$ cat config.mk
export PLATFORM = sky130hd
export DESIGN_NAME = pipe_ctrl_n
export DESIGN_NICKNAME = d
export VERILOG_FILES = /design/src/rtl/pipe_ctrl_n.sv
export SDC_FILE = /design/constraint.sdc
export NUM_CORES = 1
export LEC_CHECK = 0
export BUFFER_PORTS_ARGS = -buffer_cell sky130_fd_sc_hd__buf_2
export CAP_MARGIN = 10
export CORE_ASPECT_RATIO = 1.75
export CORE_MARGIN = 1.5
export CORE_UTILIZATION = 46
export DETAILED_ROUTE_END_ITERATION = 12
export HOLD_SLACK_MARGIN = 0.05
export PLACE_DENSITY = 0.7
export SLEW_MARGIN = 20
export SYNTH_ARGS = -nofsm -noshare
export SYNTH_HDL_FRONTEND = slang
export SYNTH_SLANG_ARGS = --single-unit
$ cat constraint.sdc
create_clock -name clk_i -period 4.45 [get_ports clk_i]
set_input_delay 0.2225 -clock clk_i [delete_from_list [all_inputs] [get_ports clk_i]]
set_output_delay 0.2225 -clock clk_i [all_outputs]
set_load 0.01 [all_outputs]
$ cat src/rtl/pipe_ctrl_n.sv
// In-order execute pipeline controller: tracks NUM_STAGES stages, merges late-unit results,
// resolves RAW dependencies by forwarding or hazard, and handles retire, squash and flush.
module pipe_ctrl_n #(
    parameter int NUM_STAGES = 3,
    parameter int LATE_STAGE = 2,
    parameter bit FWD_EN     = 1'b1
) (
    input  logic        clk_i,
    input  logic        rst_ni,
    input  logic        issue_valid_i,
    output logic        issue_ready_o,
    input  logic        issue_rd_valid_i,
    input  logic [4:0]  issue_rd_i,
    input  logic        issue_late_i,
    input  logic [31:0] issue_pc_i,
    input  logic [31:0] issue_result_i,
    input  logic [5:0]  issue_exception_i,
    input  logic [4:0]  src_ra_i,
    input  logic [4:0]  src_rb_i,
    output logic        fwd_ra_hit_o,
    output logic        fwd_rb_hit_o,
    output logic [31:0] fwd_ra_o,
    output logic [31:0] fwd_rb_o,
    output logic        hazard_o,
    input  logic        late_complete_i,
    input  logic [31:0] late_result_i,
    input  logic [5:0]  late_exception_i,
    input  logic        flush_i,
    output logic        valid_wb_o,
    output logic [4:0]  rd_wb_o,
    output logic [31:0] result_wb_o,
    output logic [31:0] pc_wb_o,
    output logic [5:0]  exception_wb_o,
    output logic        stall_o,
    output logic        squash_o
);
    typedef struct packed {
        logic        valid;
        logic        rd_valid;
        logic [4:0]  rd;
        logic        late;
        logic        ready;
        logic [31:0] pc;
        logic [31:0] result;
        logic [5:0]  exception;
    } stage_t;

    stage_t stage_q  [1:NUM_STAGES];
    stage_t stage_d  [1:NUM_STAGES];
    stage_t shift_in [1:NUM_STAGES];
    stage_t issue_entry;
    stage_t late_merged;

    logic                late_pending;
    logic                late_resolve;
    logic                issue_fire;
    logic [NUM_STAGES:1] fwd_live;
    logic [4:0]          src_idx [2];

    // Late-unit merge point: an unresolved late op here freezes everything until it completes.
    assign late_pending = stage_q[LATE_STAGE].valid & stage_q[LATE_STAGE].late
                        & ~stage_q[LATE_STAGE].ready;
    assign late_resolve = late_pending & late_complete_i;
    assign stall_o      = late_pending & ~late_complete_i;

    always_comb begin
        late_merged = stage_q[LATE_STAGE];
        if (late_resolve) begin
            late_merged.result = late_result_i;
            late_merged.ready  = 1'b1;
            if (late_merged.exception == 6'd0) begin
                late_merged.exception = late_exception_i;
            end
        end
    end

    assign issue_fire = issue_valid_i & issue_ready_o;

    always_comb begin
        issue_entry = '0;
        if (issue_fire) begin
            issue_entry.valid     = 1'b1;
            issue_entry.rd_valid  = issue_rd_valid_i;
            issue_entry.rd        = issue_rd_i;
            issue_entry.late      = issue_late_i;
            issue_entry.ready     = ~issue_late_i;
            issue_entry.pc        = issue_pc_i;
            issue_entry.result    = issue_result_i;
            issue_entry.exception = issue_exception_i;
        end
    end

    assign shift_in[1] = issue_entry;

    for (genvar gi = 2; gi <= NUM_STAGES; gi++) begin : g_shift
        if (gi - 1 == LATE_STAGE) begin : g_late
            assign shift_in[gi] = late_merged;
        end else begin : g_plain
            assign shift_in[gi] = stage_q[gi-1];
        end
    end

    // Squash can only occur when not stalled, so it never competes with the hold path.
    always_comb begin
        for (int s = 1; s <= NUM_STAGES; s++) begin
            stage_d[s] = stage_q[s];
            if (flush_i || squash_o) begin
                stage_d[s] = '0;
            end else if (!stall_o) begin
                stage_d[s] = shift_in[s];
            end
        end
    end

    always_ff @(posedge clk_i or negedge rst_ni) begin
        if (!rst_ni) begin
            for (int s = 1; s <= NUM_STAGES; s++) begin
                stage_q[s] <= '0;
            end
        end else begin
            for (int s = 1; s <= NUM_STAGES; s++) begin
                stage_q[s] <= stage_d[s];
            end
        end
    end

    for (genvar gi = 1; gi <= NUM_STAGES; gi++) begin : g_live
        assign fwd_live[gi] = stage_q[gi].valid & stage_q[gi].rd_valid
                            & (stage_q[gi].exception == 6'd0);
    end

    assign src_idx[0] = src_ra_i;
    assign src_idx[1] = src_rb_i;

    for (genvar gi = 0; gi < 2; gi++) begin : g_fwd
        logic        hit;
        logic        haz;
        logic [31:0] val;
        // Walk oldest to youngest so the youngest matching stage has the final say.
        always_comb begin
            hit = 1'b0;
            haz = 1'b0;
            val = '0;
            for (int s = NUM_STAGES; s >= 1; s--) begin
                if (src_idx[gi] != 5'd0 && fwd_live[s] && stage_q[s].rd == src_idx[gi]) begin
                    hit = FWD_EN & stage_q[s].ready;
                    haz = ~(FWD_EN & stage_q[s].ready);
                    val = (FWD_EN & stage_q[s].ready) ? stage_q[s].result : 32'd0;
                end
            end
        end
    end

    assign fwd_ra_hit_o = g_fwd[0].hit;
    assign fwd_rb_hit_o = g_fwd[1].hit;
    assign fwd_ra_o     = g_fwd[0].val;
    assign fwd_rb_o     = g_fwd[1].val;
    assign hazard_o     = g_fwd[0].haz | g_fwd[1].haz;

    assign issue_ready_o = ~stall_o & ~squash_o & ~flush_i & ~hazard_o;

    assign valid_wb_o     = stage_q[NUM_STAGES].valid & ~stall_o;
    assign rd_wb_o        = (valid_wb_o && stage_q[NUM_STAGES].rd_valid
                             && stage_q[NUM_STAGES].exception == 6'd0)
                            ? stage_q[NUM_STAGES].rd : 5'd0;
    assign squash_o       = valid_wb_o & (stage_q[NUM_STAGES].exception != 6'd0);
    assign result_wb_o    = stage_q[NUM_STAGES].result;
    assign pc_wb_o        = stage_q[NUM_STAGES].pc;
    assign exception_wb_o = stage_q[NUM_STAGES].exception;

endmodule
==> results.toml, run 1 <==
[route]
routed-via-count = 10411
detailedRoute.firstIterationViolations = 860
detail-route-antenna-nets = 0
route.detailed.vias_per_inst = 5.862
dr_wl_cell_um = 19.61
routed_wirelength_um = 34820
route.detailed.drc = 0
drt-pass1-iter-count = 6

[logic_synthesis]
syn_nets = 1350
synth_ff_type = "sky130_fd_sc_hd__dfrtp_1"
syn_area_um2 = 12040
synth_cells = 1220
ys_types = 41
synth-edff-count = 0
synth_seq_cells = 236
async_reset_ff_frac = 1.000
post_synth.cell_area_avg_um2 = 9.867
yosysWarnings = 0
synth_sequential_area_ratio = 0.4906

[timing]
clock-skew-final_ns = 0.02096
final.setup.tns_ns = 0
min_period_over_period = 0.8586
timing.fmax_mhz = 261.7
worst-slew-pin-transition_ns = 1.076
report.final.slew_viol_count = 0
timing.final.hold_violations = 0
rsz0062_at_grt = "false"
setup_viol = 0
max-slew-margin-rel = 0.2823
timing.final.crit_period_ns = 3.821

[critical_path]
crit_path_end_kind = "primary output"
timing.critical_path.from_type = "flop"
worstSetupPathType = "reg -> out"
critical_path_peak_fanout = 36
critical_path_required_ns = 4.23
ff2ff_setup_slack_ns = 1.07
signal_arrival_time_at_the_worst_endpoint_ns = 3.60

[job]
timing.max_cap.violations = 0

[worst_hold_path]
min_path_type = "in -> reg"

[finish]
finalNonFillerCells = 1776
post_route_cells_drive_above_1_share = 0.2911
ff_latch_area_um2 = 5907
layout.nets = 1568
nFillCells = 2283
mostFrequentLayoutCells = "sky130_fd_sc_hd__buf_2, sky130_fd_sc_hd__dfrtp_1, sky130_fd_sc_hd__nand3_1"
most_common_cell_after_layout_fill_and_taps_aside = "sky130_fd_sc_hd__buf_2"
synthToLayoutAreaGrowth_pct = 21.02
multi_input_logic_area_um2 = 5076

[placement]
place_hpwl_um = 21690
gp_congestion = 0.8970
numPortBuffers = 275
numPlacedInstances = 1649

[floorplanning]
die_h_um = 217
placementRows = 78
floorplan.die.width_um = 125.3
floorplan.initialDensity = 0.4655
die-area_um2 = 27190
io_pins = 276
core_area_um2 = 25860

[global_route]
grt_usage = 0.2512
first_global_vias = 10274
first_pass_grt_wire_length_um = 55320
antenna_violations_before_repair = 5
pin_count_of_the_biggest_net_entering_global_routing = 236
overflow = 0

[clock_tree]
clk_pin_slew_ns = 0.06
cts_inserted_buffers = 23
tritoncts = "yes"
cts.path.max_buffers = 3
worstSkewPairLatency_ns = 0.53
tritoncts_num_sinks = 236
setup_buffers_after_cts = 0
cts_resized = 0
cts_htree_levels = 1
cts_root_buffer = "sky130_fd_sc_hd__clkbuf_16"

[power_and_ir_drop]
power.density_nw_per_um2 = 312.3
power_leakage_nw = 6.736
max-vdd-ir-drop_v = 0.0003907

[status]
run_status = "completed"
repair_timing:
action                                  CTS  global route
hold buffers                             83             0
endpoints found under the hold margin   216             0
endpoints found under the setup margin    0             0
area by class of cell:
cell class              instances  share of cell area
flip-flops and latches        236              0.4055
multi-input cells             798              0.3485
repair buffers                378              0.1683
clock buffers                  34             0.04715
well taps                     320             0.02748
clock inverters                 6            0.002319
diodes                          3           0.0005153
inverters                       1           0.0002577
flip-flops by register name (all words and copies together), names as in the netlist:
name            count
pc_wb_o            32
exception_wb_o      6
shift_in           79
result_wb_o        32
stage_q            47
late_merged        40
final timing paths:
kind / cells after the start / from / end
max: 7 / stage_q[79] / issue_ready_o
min: 3 / late_exception_i[0] / exception_wb_o[0]
max reg2reg: 7 / stage_q[79] / shift_in[127]
min reg2reg: 2 / shift_in[144] / shift_in[144]
max in group asynchronous: 3 / rst_ni / pc_wb_o[7]
min in group asynchronous: 2 / rst_ni / pc_wb_o[27]
cell families after synthesis:
group | after synthesis | synth area share
AND/OR/NAND/NOR | 357 | 0.1487
XOR/XNOR | 30 | 0.02183
buffers and inverters | 186 | 0.09230
flip-flops | 236 | 0.4906
AO/OA/AOI/OAI | 411 | 0.2465
per-stage QoR:
stage	setup WS [ns]	utilization	power, mW	hold slack (ns)	cell area, µm²
floorplan	1.627	-	2.463	-0.07309	12040
global placement	1.108	0.5019	2.622	0.4280	12980
detailed placement	1.045	0.5019	2.631	0.4318	12980
CTS	0.5633	0.5619	4.605	0.05012	14530
global route	0.4226	0.5633	4.724	0.07308	14570
finish	0.6292	0.5633	4.549	0.06019	14570
synthesized netlist by cell type (2+ instances only):
master | number | area (µm²)
sky130_fd_sc_hd__a21o_1 | 2 | 15.01
sky130_fd_sc_hd__a21oi_1 | 8 | 40.04
sky130_fd_sc_hd__a22o_1 | 115 | 1007
sky130_fd_sc_hd__a22oi_1 | 64 | 480.5
sky130_fd_sc_hd__and2_1 | 8 | 50.05
sky130_fd_sc_hd__buf_1 | 8 | 30.03
sky130_fd_sc_hd__buf_12 | 9 | 180.2
sky130_fd_sc_hd__buf_2 | 3 | 15.01
sky130_fd_sc_hd__buf_4 | 70 | 525.5
sky130_fd_sc_hd__clkbuf_1 | 95 | 356.6
sky130_fd_sc_hd__dfrtp_1 | 236 | 5906
sky130_fd_sc_hd__nand2_1 | 131 | 491.7
sky130_fd_sc_hd__nand3_1 | 145 | 725.7
sky130_fd_sc_hd__nand3b_1 | 33 | 247.7
sky130_fd_sc_hd__nand4_1 | 4 | 25.02
sky130_fd_sc_hd__nor2_1 | 10 | 37.54
sky130_fd_sc_hd__nor3_1 | 5 | 25.02
sky130_fd_sc_hd__nor4_1 | 4 | 25.02
sky130_fd_sc_hd__nor4_2 | 2 | 25.02
sky130_fd_sc_hd__o21ai_0 | 133 | 665.6
sky130_fd_sc_hd__o21ai_1 | 5 | 25.02
sky130_fd_sc_hd__o21ai_2 | 78 | 683.2
sky130_fd_sc_hd__or4_1 | 5 | 37.54
sky130_fd_sc_hd__or4_4 | 2 | 22.52
sky130_fd_sc_hd__xnor2_1 | 15 | 131.4
sky130_fd_sc_hd__xor2_1 | 15 | 131.4
critical path, cell delays in order (launching register included):
cell	delay, ns
sky130_fd_sc_hd__dfrtp_1	0.40
sky130_fd_sc_hd__or4_4	0.56
sky130_fd_sc_hd__or4_4	0.52
sky130_fd_sc_hd__or4_1	0.53
sky130_fd_sc_hd__o311ai_1	0.14
sky130_fd_sc_hd__a22o_4	0.61
sky130_fd_sc_hd__nor2_1	0.12
sky130_fd_sc_hd__buf_2	0.17
per-layer routing:
layer | track usage | part of all wire | wire [µm]
met1 | 0.3040 | 0.38 | 13320
met2 | 0.4304 | 0.51 | 17800
met3 | 0.03933 | 0.060 | 2083
met4 | 0.1330 | 0.046 | 1593
met5 | 0 | 0.00089 | 31
power by group:
| part | switching [mW] | internal, mW |
|---|---|---|
| combinational | 0.209 | 0.177 |
| sequential | 0.0579 | 2.21 |
| clock | 0.834 | 1.07 |
| total | 1.10 | 3.45 |
No activity file was read; power rests on OpenSTA's default activity.
==> inputs of run 2 (changes only) <==
--- a/config.mk
+++ b/config.mk
@@ -11,6 +11,7 @@
 export CORE_MARGIN = 1.5
 export CORE_UTILIZATION = 46
 export DETAILED_ROUTE_END_ITERATION = 12
+export GPL_TIMING_DRIVEN = 0
 export HOLD_SLACK_MARGIN = 0.05
 export PLACE_DENSITY = 0.7
 export SLEW_MARGIN = 20
==> results.toml, run 2 (synthesized netlist as in run 1, its figures left out) <==
[status]
run_status = "completed"

[critical_path]
critical_path_peak_fanout = 10
cp_num_cells = 8
crit_slowest_cell = "sky130_fd_sc_hd__or4_1"
cpPeakStageDelay_ns = 0.67
worstSetupPathType = "reg -> out"
worst_setup_path_startpoint = "exception_wb_o[1]"
cp.buffers_inverters = 2
crit_path_end_kind = "primary output"
critPathCapture = "fwd_ra_o[20]"
signal_arrival_time_at_the_worst_endpoint_ns = 4.09
crit-reg2reg-launch = "exception_wb_o[1]"
timing.critical_path.cells = "nor4_2 -> nand4_1 -> or4_1 -> nor4_4 -> clkbuf_1 -> a22oi_1 -> o21ai_0 -> buf_2"
critical_path_required_ns = 4.23
path_delay_family = "simple AND/OR/NAND/NOR gates"
ff2ff_setup_slack_ns = 1.00
worstRegToRegCells = 6
reg2reg_to = "late_merged[69]"
timing.critical_path.from_type = "flop"

[timing]
max-slew-margin-rel = 0.4064
worst-slew-pin-transition_ns = 0.8822
timing.final.crit_period_ns = 4.316
timing.fmax_mhz = 231.7
min_period_over_period = 0.9699
clock-skew-final_ns = 0.01489
setup_viol = 0
report.final.slew_viol_count = 0
timing.final.hold_violations = 0
rsz0062_at_grt = "false"

[global_route]
first_global_vias = 11470
pin_count_of_the_biggest_net_entering_global_routing = 77
first_pass_grt_wire_length_um = 63260
overflow = 0
antenna_violations_before_repair = 5
grt_usage = 0.2955

[route]
route.detailed.vias_per_inst = 5.793
dr_wl_cell_um = 21.08
routed_wirelength_um = 41110
route.detailed.drc = 0
drt-pass1-iter-count = 8
detailedRoute.firstIterationViolations = 902
detail-route-antenna-nets = 0
routed-via-count = 11296

[finish]
layout.nets = 1736
mostFrequentLayoutCells = "sky130_fd_sc_hd__buf_2, sky130_fd_sc_hd__dfrtp_1, sky130_fd_sc_hd__nand3_1"
most_common_cell_after_layout_fill_and_taps_aside = "sky130_fd_sc_hd__buf_2"
post_route_cells_drive_above_1_share = 0.3005
post-route-cell-area_um2 = 15650
synthToLayoutAreaGrowth_pct = 30.02
largest_register_ffs = 79

[clock_tree]
cts_root_buffer = "sky130_fd_sc_hd__clkbuf_16"
setup_buffers_after_cts = 0
clk_pin_slew_ns = 0.07
cts.path.max_buffers = 3
cts_htree_levels = 1
cts_inserted_buffers = 24
tritoncts_num_sinks = 236
tritoncts = "yes"
worstSkewPairLatency_ns = 0.53

[floorplanning]
core_area_um2 = 25860
io_pins = 276
floorplan.die.width_um = 125.3
placementRows = 78
floorplan.initialDensity = 0.4655
die-area_um2 = 27190
die_h_um = 217

[job]
timing.max_cap.violations = 0

[placement]
gp_congestion = 0.8757
dpl-instance-area_um2 = 13910
numPortBuffers = 273
place_hpwl_um = 29170

[power_and_ir_drop]
power.density_nw_per_um2 = 316.6
fin_total_pwr_mw = 4.955
max-vdd-ir-drop_v = 0.0002191
power_leakage_nw = 7.303

[worst_hold_path]
min_path_type = "in -> reg"
==> run 2: cell types whose count changed in the layout (fill, tap and decap cells not counted), moves of 2 or more <==
| cell | before | now |
|---|---|---|
| sky130_fd_sc_hd__diode_2 | 3 | 6 |
| sky130_fd_sc_hd__buf_16 | 1 | 3 |
| sky130_fd_sc_hd__buf_12 | 5 | 9 |
| sky130_fd_sc_hd__clkbuf_16 | 23 | 25 |
| sky130_fd_sc_hd__buf_1 | 0 | 8 |
| sky130_fd_sc_hd__clkbuf_1 | 4 | 96 |
| sky130_fd_sc_hd__bufinv_16 | 0 | 4 |
| sky130_fd_sc_hd__buf_2 | 273 | 275 |
| sky130_fd_sc_hd__buf_4 | 15 | 70 |
==> run 2: how the worst min path moves through the flow <==
stage	start	endpoint	depth (start not counted)
floorplan	rst_ni	exception_wb_o[0]	0
global placement	issue_late_i	shift_in[149]	2
detailed placement	rst_ni	pc_wb_o[26]	1
CTS	late_result_i[6]	result_wb_o[6]	4
global route	late_result_i[11]	result_wb_o[11]	4
finish	late_result_i[12]	result_wb_o[12]	4
==> run 2: where the power goes <==
part           total, mW  internal, mW  switching (mW)
combinational      0.427         0.196           0.231
sequential          2.27          2.21          0.0593
clock               2.26          1.36           0.903
==> run 2: worst register-to-register path: stages, from the launching register on <==
cell	delay, ns
sky130_fd_sc_hd__dfrtp_1	0.42
sky130_fd_sc_hd__nor4_2	0.52
sky130_fd_sc_hd__nand2_1	0.20
sky130_fd_sc_hd__a211oi_2	0.74
sky130_fd_sc_hd__clkbuf_1	0.66
sky130_fd_sc_hd__clkbuf_1	0.60
sky130_fd_sc_hd__a22o_1	0.26
==> run 2: area by class of cell <==
type                    count  area, µm²
multi-input cells         798       5041
clock buffers              33      715.7
repair buffers            360       2300
flip-flops and latches    236       5906
plain buffers             185       1109
fillers                  2259      10210
inverters                   1      3.754
well taps                 320      400.4
clock inverters            11      161.4
diodes                      6      15.01
==> run 2: metal layers <==
layer	global-route usage	part of all wire
met1	0.3395	0.37
met2	0.5275	0.52
met3	0.03736	0.056
met4	0.1686	0.055
met5	0	0
==> run 2: metrics by stage <==
stage	util	std cells	setup TNS, ns	hold WS [ns]	setup slack [ns]
2_1_floorplan	-	1220	0	-0.07309	1.627
3_3_place_gp	0.5338	1813	-238.36	0.4259	-1.039
3_5_place_dp	0.5378	1816	0	0.1543	0.5043
4_1_cts	0.6045	1944	0	0.07297	0.1064
5_1_grt	0.6050	1948	0	0.09642	0.02190
6_report	0.6052	1950	0	0.08674	0.1339
==> run 2: what timing repair did <==
action,4_1_cts,5_1_grt
hold buffers,84,0
setup endpoints to repair,1,1
endpoints found under the hold margin,182,0
gates resized for setup,1,2
